==> src/rtl/sign_narrower_16in_12out.sv <==
// Narrows 16-bit two's-complement values to 12-bit signed fields through a 2-entry stream buffer.
// Define SIGN_NARROWER_SATURATE_EN to clamp out-of-range values instead of wrapping them.
module sign_narrower_16in_12out #(
  parameter int unsigned OVF_CNT_W = 8
) (
  input  logic                 clk,
  input  logic                 reset,
  input  logic                 in_valid,
  output logic                 in_ready,
  input  logic [15:0]          in_data,
  output logic                 out_valid,
  input  logic                 out_ready,
  output logic [11:0]          out_data,
  output logic                 out_ovf,
  input  logic                 ovf_clear,
  output logic                 ovf_sticky,
  output logic [OVF_CNT_W-1:0] ovf_count
);

  localparam int unsigned IN_W  = 16;
  localparam int unsigned OUT_W = 12;
  localparam logic [OVF_CNT_W-1:0] CNT_MAX = '1;

  typedef enum logic [1:0] {
    ST_EMPTY = 2'd0,
    ST_ONE   = 2'd1,
    ST_FULL  = 2'd2
  } state_e;

  state_e               state_q, state_d;
  logic [OUT_W-1:0]     head_data_q, head_data_d;
  logic                 head_ovf_q, head_ovf_d;
  logic [OUT_W-1:0]     tail_data_q, tail_data_d;
  logic                 tail_ovf_q, tail_ovf_d;
  logic                 in_ready_q, in_ready_d;
  logic                 out_valid_q, out_valid_d;
  logic                 sticky_q, sticky_d;
  logic [OVF_CNT_W-1:0] count_q, count_d;

  logic                 fit_c;
  logic                 ovf_c;
  logic [OUT_W-1:0]     narrow_c;
  logic                 push_c;
  logic                 pop_c;

  // Value fits when all bits above the new sign bit replicate it.
  assign fit_c = (&in_data[IN_W-1:OUT_W-1]) | ~(|in_data[IN_W-1:OUT_W-1]);
  assign ovf_c = ~fit_c;

`ifdef SIGN_NARROWER_SATURATE_EN
  assign narrow_c = fit_c ? in_data[OUT_W-1:0]
                          : (in_data[IN_W-1] ? 12'h800 : 12'h7FF);
`else
  assign narrow_c = in_data[OUT_W-1:0];
`endif

  assign push_c = in_valid & in_ready_q;
  assign pop_c  = out_valid_q & out_ready;

  // Buffer occupancy, entry movement and overflow status.
  always_comb begin
    state_d     = state_q;
    head_data_d = head_data_q;
    head_ovf_d  = head_ovf_q;
    tail_data_d = tail_data_q;
    tail_ovf_d  = tail_ovf_q;
    sticky_d    = sticky_q;
    count_d     = count_q;

    case (state_q)
      ST_EMPTY: begin
        if (push_c) begin
          head_data_d = narrow_c;
          head_ovf_d  = ovf_c;
          state_d     = ST_ONE;
        end
      end
      ST_ONE: begin
        if (push_c && pop_c) begin
          head_data_d = narrow_c;
          head_ovf_d  = ovf_c;
        end else if (push_c) begin
          tail_data_d = narrow_c;
          tail_ovf_d  = ovf_c;
          state_d     = ST_FULL;
        end else if (pop_c) begin
          state_d = ST_EMPTY;
        end
      end
      ST_FULL: begin
        if (pop_c) begin
          head_data_d = tail_data_q;
          head_ovf_d  = tail_ovf_q;
          state_d     = ST_ONE;
        end
      end
      default: state_d = ST_EMPTY;
    endcase

    in_ready_d  = (state_d != ST_FULL);
    out_valid_d = (state_d != ST_EMPTY);

    // A clear coinciding with an overflowing push leaves that push counted.
    if (ovf_clear) begin
      sticky_d = push_c & ovf_c;
      count_d  = (push_c & ovf_c) ? OVF_CNT_W'(1) : '0;
    end else if (push_c && ovf_c) begin
      sticky_d = 1'b1;
      if (count_q != CNT_MAX) begin
        count_d = count_q + OVF_CNT_W'(1);
      end
    end
  end

  always_ff @(posedge clk) begin
    if (reset) begin
      state_q     <= ST_EMPTY;
      head_data_q <= '0;
      head_ovf_q  <= 1'b0;
      tail_data_q <= '0;
      tail_ovf_q  <= 1'b0;
      in_ready_q  <= 1'b1;
      out_valid_q <= 1'b0;
      sticky_q    <= 1'b0;
      count_q     <= '0;
    end else begin
      state_q     <= state_d;
      head_data_q <= head_data_d;
      head_ovf_q  <= head_ovf_d;
      tail_data_q <= tail_data_d;
      tail_ovf_q  <= tail_ovf_d;
      in_ready_q  <= in_ready_d;
      out_valid_q <= out_valid_d;
      sticky_q    <= sticky_d;
      count_q     <= count_d;
    end
  end

  assign in_ready   = in_ready_q;
  assign out_valid  = out_valid_q;
  assign out_data   = head_data_q;
  assign out_ovf    = head_ovf_q;
  assign ovf_sticky = sticky_q;
  assign ovf_count  = count_q;

endmodule

==> config.mk <==
export PLATFORM = sky130hd
export DESIGN_NAME = sign_narrower_16in_12out
export DESIGN_NICKNAME = d
export VERILOG_FILES = /design/src/rtl/sign_narrower_16in_12out.sv
export SDC_FILE = /design/constraint.sdc
export NUM_CORES = 1
export LEC_CHECK = 0
export CORE_ASPECT_RATIO = 0.9
export CORE_MARGIN = 2
export CORE_UTILIZATION = 48
export CTS_CLUSTER_SIZE = 25
export DETAILED_ROUTE_END_ITERATION = 12
export GPL_ROUTABILITY_DRIVEN = 1
export PLACE_DENSITY = 0.81
export RECOVER_POWER = 25
export SETUP_SLACK_MARGIN = 0.1
export SLEW_MARGIN = 10
export SYNTH_ARGS = -nofsm -noshare
export SYNTH_HDL_FRONTEND = slang
export SYNTH_SLANG_ARGS = --single-unit
==> constraint.sdc <==
create_clock -name clk -period 2 [get_ports clk]
set_input_delay 0.4 -clock clk [delete_from_list [all_inputs] [get_ports clk]]
set_output_delay 0.4 -clock clk [all_outputs]
set_load 0.05 [all_outputs]
# ---- After elaboration in Yosys (flattened, before gate mapping)
# Cells that the tools add are included.
dict set report classes {
  addsub 1
  eq_ne 7
  mux 20
  n_bitwise 7
  reduce_logical 12
}
# op n
set op_table {}
lappend op_table {{12-bit two-way mux} 3}
lappend op_table {{12-bit case mux with 3 select lines} 1}
lappend op_table {{8-bit two-way mux} 3}
lappend op_table {{2-bit two-way mux} 5}
lappend op_table {{8-bit by 1-bit adder with 8-bit output (second input constant)} 1}
lappend op_table {{2-bit inequality test (second input constant)} 4}
lappend op_table {{8-bit inequality test (second input constant)} 1}
lappend op_table {{1-bit two-way mux} 6}
lappend op_table {{2-bit case mux with 3 select lines} 1}
lappend op_table {{2-bit nonzero test} 3}
lappend op_table {{5-bit AND reduction} 1}
lappend op_table {{5-bit OR reduction} 1}
lappend op_table {{4-bit AND reduction} 1}
lappend op_table {{1-bit bitwise AND} 3}
lappend op_table {{1-bit inverter} 3}
lappend op_table {{1-bit case mux with 3 select lines} 1}
lappend op_table {{3-bit AND reduction} 1}
lappend op_table {{3-bit nonzero test} 1}
lappend op_table {{2-bit by 1-bit == test with 1-bit output (second input constant)} 1}
lappend op_table {{2-bit == test (second input constant)} 1}
lappend op_table {{1-bit logical AND} 2}
lappend op_table {{2-bit zero test} 1}
lappend op_table {{2-bit AND reduction} 1}
lappend op_table {{1-bit bitwise OR} 1}
dict set report word_totals {
  ff_bits 39
  inputBits 21
  out_inout_bits 24
  elab_cells 56
}

# ---- Logic depth before layout (Yosys ltp)
dict set report logic_depth {
  depth_word 7
  ltp_mapped 5
  mapped_depth_nobuf 5
}

# ---- Worst setup path before layout
# OpenSTA, ideal clock, no wires.
dict set report synth_path {
  kind {flip-flop to flip-flop}
  start {register count_q[0] (netlist: ovf_count[0])}
  end {register count_q[4] (netlist: ovf_count[4])}
  t_arrival_ns 1.774
  t_required_ns 1.930
  slack_ns 0.156
  path_stages_with_launch 6
  path_buffers 0
  cell_sequence {dfxtp_1 -> ha_1 -> and4_1 -> a21o_1 -> or4_1 -> a21oi_1}
}
dict set report synth_via {
  elab_chain_len 4
}
# element line_no
set synth_lines {}
lappend synth_lines {{from (decl)} 38} ;# logic [OVF_CNT_W-1:0] count_q, count_d;
lappend synth_lines {{from (signal assigned)} 135} ;# count_q <= count_d;
lappend synth_lines {{8-bit by 1-bit adder with 8-bit output} 110} ;# count_d = count_q + OVF_CNT_W'(1);
lappend synth_lines {{8-bit two-way mux} 109} ;# if (count_q != CNT_MAX) begin
lappend synth_lines {{8-bit two-way mux} 107} ;# end else if (push_c && ovf_c) begin
lappend synth_lines {{8-bit two-way mux} 104} ;# if (ovf_clear) begin
# Several ways; a longest one is shown, not always the timed one. The select of a mux whose other input is x is not followed.
# A chain may end at the register's enable or synchronous reset.

# ---- Worst setup path in the final report
dict set report layout_path {
  start {register head_data_q[11] (netlist: out_data[11])}
  end {output port out_data[11]}
}
# element line_no
set layout_lines {}
lappend layout_lines {{from (decl)} 31} ;# logic [OUT_W-1:0] head_data_q, head_data_d;
lappend layout_lines {{from (signal assigned)} 128} ;# head_data_q <= head_data_d;
lappend layout_lines {{to (decl)} 13} ;# output logic [11:0] out_data,
# No word-level cell between the ends.

==> reports/results.ini <==
[outcome]
status=finished, final reports clean

[global_routing]
antenna_found_initial=0
grtUsageMet1_pct=27.0
grt_pass1_wl_um=6150
grt_use_total_pct=20.2
top_usage_layer=met2
grt_pass1_vias=1349
grt-ovfl-total=0
grt_max_degree=27
grtUsageMet2_pct=32.0
grt.met3_usage_pct=5.01

[clocking]
clk_pin_slew_worst_paths_ps=70
insertion_delay_ps=290
postCtsSetupBuffers=0
cts.path.max_buffers=2
cts-root-buf=clkbuf_8
cts_buffers=5
hold_buffers=0
cts_sinks=39
h-tree-depth=2
cts_tree=built

[sta]
fmax_mhz=544
skew_ps=3.94
finalWorstSetupSlack_ps=161
rsz0062_at_grt=no
relSlewSlack_pct=60.7
hold_viol=0
drv_slew=0
tightestPinTransition_ps=592
finalCriticalPeriod_ps=1840
setup_viol_count_final=0
fin_crit_sh_pct=92.0

[synthesis]
ys.flop_type=dfxtp_1
synth-async-reset-ratio_pct=0
synth_edf_count=0
synth_fp_nets=217
ys_ff_latch=39
yosysSeqAreaShare_pct=45.1
netlist_area_mm2=0.00173
synthDistinctLibCells=43
yosys_warnings=0
avgSynthCellArea_um2=8.89
syn_inst=195

[drt]
remaining_drc_errors=0
antenna_left=0
wirelength_um=3790
first_iter_violations=93
viasPerCell=5.39
routedWlPerCell_um=12.9
firstDrtPassIters=4
vias=1579

[worst_hold_path]
hold_depth=2
hold_end=tail_data_q[7]
hp-start=tail_data_q[7]
hold_path.class=reg -> reg

[setup_path]
r2r-start=ovf_count[0]
cp_num_buf_inv=1
arrival_ps=1440
reg2reg_depth=5
crit_family=buffers and inverters
reg2reg_slack_ps=250
startpoint_type=flip-flop
cp_max_fo=2
path_cells=clkdlybuf4s50_1
required_ps=1600
cp-end-kind=output pin
critPathSlowestCell=clkdlybuf4s50_1
criticalPathCategory=reg -> out
rr_endpoint=ovf_count[4]
cpPeakStageDelay_ps=810

[final_layout]
finish.utilization_pct=69.2
layout-drive-gt1-share_pct=10.4
diodes=0
fill_cells=305
final_cells=293
layout.nets=270
areaGrowthSynthToFinish_pct=36.8

[floorplanning]
initial_core_util_pct=50.5
fp.dieH_um=61
io_pins=45
die_w_um=67.3
rows=20
dieArea_mm2=0.00411
core_mm2=0.00343

[placed_design]
place_congestion=0.894
hpwl_um=2730
place_inst=285
preCtsSetupSlack_ps=-95.6
portBuffers=44

[flow_run]
max_cap_viol_count=0

[power]
leakagePower_uw=0.000992
peakVddDrop_v=0.000519
pwr_density_cell_mw_per_mm2=868
p_total_uw=2060

[worst max path at each step]
stage,to,start,cells after the start,slack [ps]
final,out_data[11],out_data[11],1,160
after global routing,tail_data_q[5],in_valid,7,60
after CTS,out_data[11],out_data[11],1,140
after detailed placement,ovf_count[6],in_data[11],5,-100
after global placement,ovf_count[2],in_data[11],4,-70
after floorplan,ovf_count[4],ovf_count[0],5,160
[timing repair]
action | in CTS | in global routing
resized for setup | 9 | 1
cloned | 0 | 0
endpoints found under the setup margin | 9 | 1
[synth_stat cells (2+ instances only)]
cell type   n  share of area [%]
dfxtp_1    39                 45
nand2_1    32                6.9
a21oi_1    19                5.5
nor2_1     18                3.9
mux2i_1    14                8.1
a211oi_1   13                5.6
clkbuf_1    6                1.3
buf_2       4                1.2
inv_1       4               0.87
nand3_1     4                1.2
nand4_1     4                1.4
o21ai_0     3               0.87
a31oi_1     2               0.72
and4_1      2                1.0
nor4_1      2               0.72
or3_1       2               0.72
[report_power, final]
| part | leakage, uW | internal, uW | switching (uW) | total (uW) |
|---|---|---|---|---|
| clock | 0.0000581 | 371 | 275 | 647 |
| combinational | 0.000615 | 207 | 323 | 530 |
| sequential | 0.000319 | 841 | 41.2 | 882 |
| total | 0.000992 | 1420 | 639 | 2060 |
[state kept, by name, indices dropped and copies added, names as in the netlist]
signal	flops
state_q	2
out_valid	1
out_ovf	1
ovf_count	8
tail_data_q	12
tail_ovf_q	1
out_data	12
ovf_sticky	1
in_ready	1
[cell usage in the layout (no fill, tap or decap), types with 3 or more instances in the layout]
master,netlist,layout
nand2_1,32,32
inv_1,4,4
nor2_1,18,18
dlygate4sd2_1,0,9
nand3_1,4,4
nand4_1,4,4
a21oi_1,19,19
clkbuf_1,6,3
clkbuf_8,0,5
dfxtp_1,39,39
clkdlybuf4s50_1,0,32
buf_4,0,9
o21ai_0,3,3
mux2i_1,14,14
a211oi_1,13,13
[stage by stage]
step	area, um^2	TNS [ps]	hold slack, ps
3_3_place_gp	2290	-336	441
6_report	2370	0	456
5_1_grt	2370	0	468
2_1_floorplan	1730	0	436
4_1_cts	2390	0	456
3_5_place_dp	2290	-554	447
[layout make-up]
type	instances	area [um^2]	area share, %
Inverter	4	15.0	0.633
Tap cell	44	55.1	2.32
Clock buffer	5	68.8	2.90
Sequential cell	39	781	32.9
Clock inverter	3	43.8	1.85
Timing Repair Buffer	56	513	21.6
Multi-Input combinational cell	142	895	37.7
[logic make-up (layout without fill, tap and decap cells)]
logic type                 count (synthesis)  in the layout  share of synthesized area, %
DFF                                       39             39                          45.1
AOI/OAI and AO/OA                         51             51                          20.6
buffers and inverters                     14             68                          3.32
adders and majority gates                  1              1                         0.722
muxes                                     16             16                          10.3
and+or+nand+nor                           74             74                          20.1
[routing by layer]
metal | vias up | part of all wire [%]
met5 | - | 0
met4 | 0 | 1.1
met3 | 5 | 4.2
met2 | 31 | 47
met1 | 723 | 47
li1 | 820 | -
No activity file was read; power rests on OpenSTA's default activity.
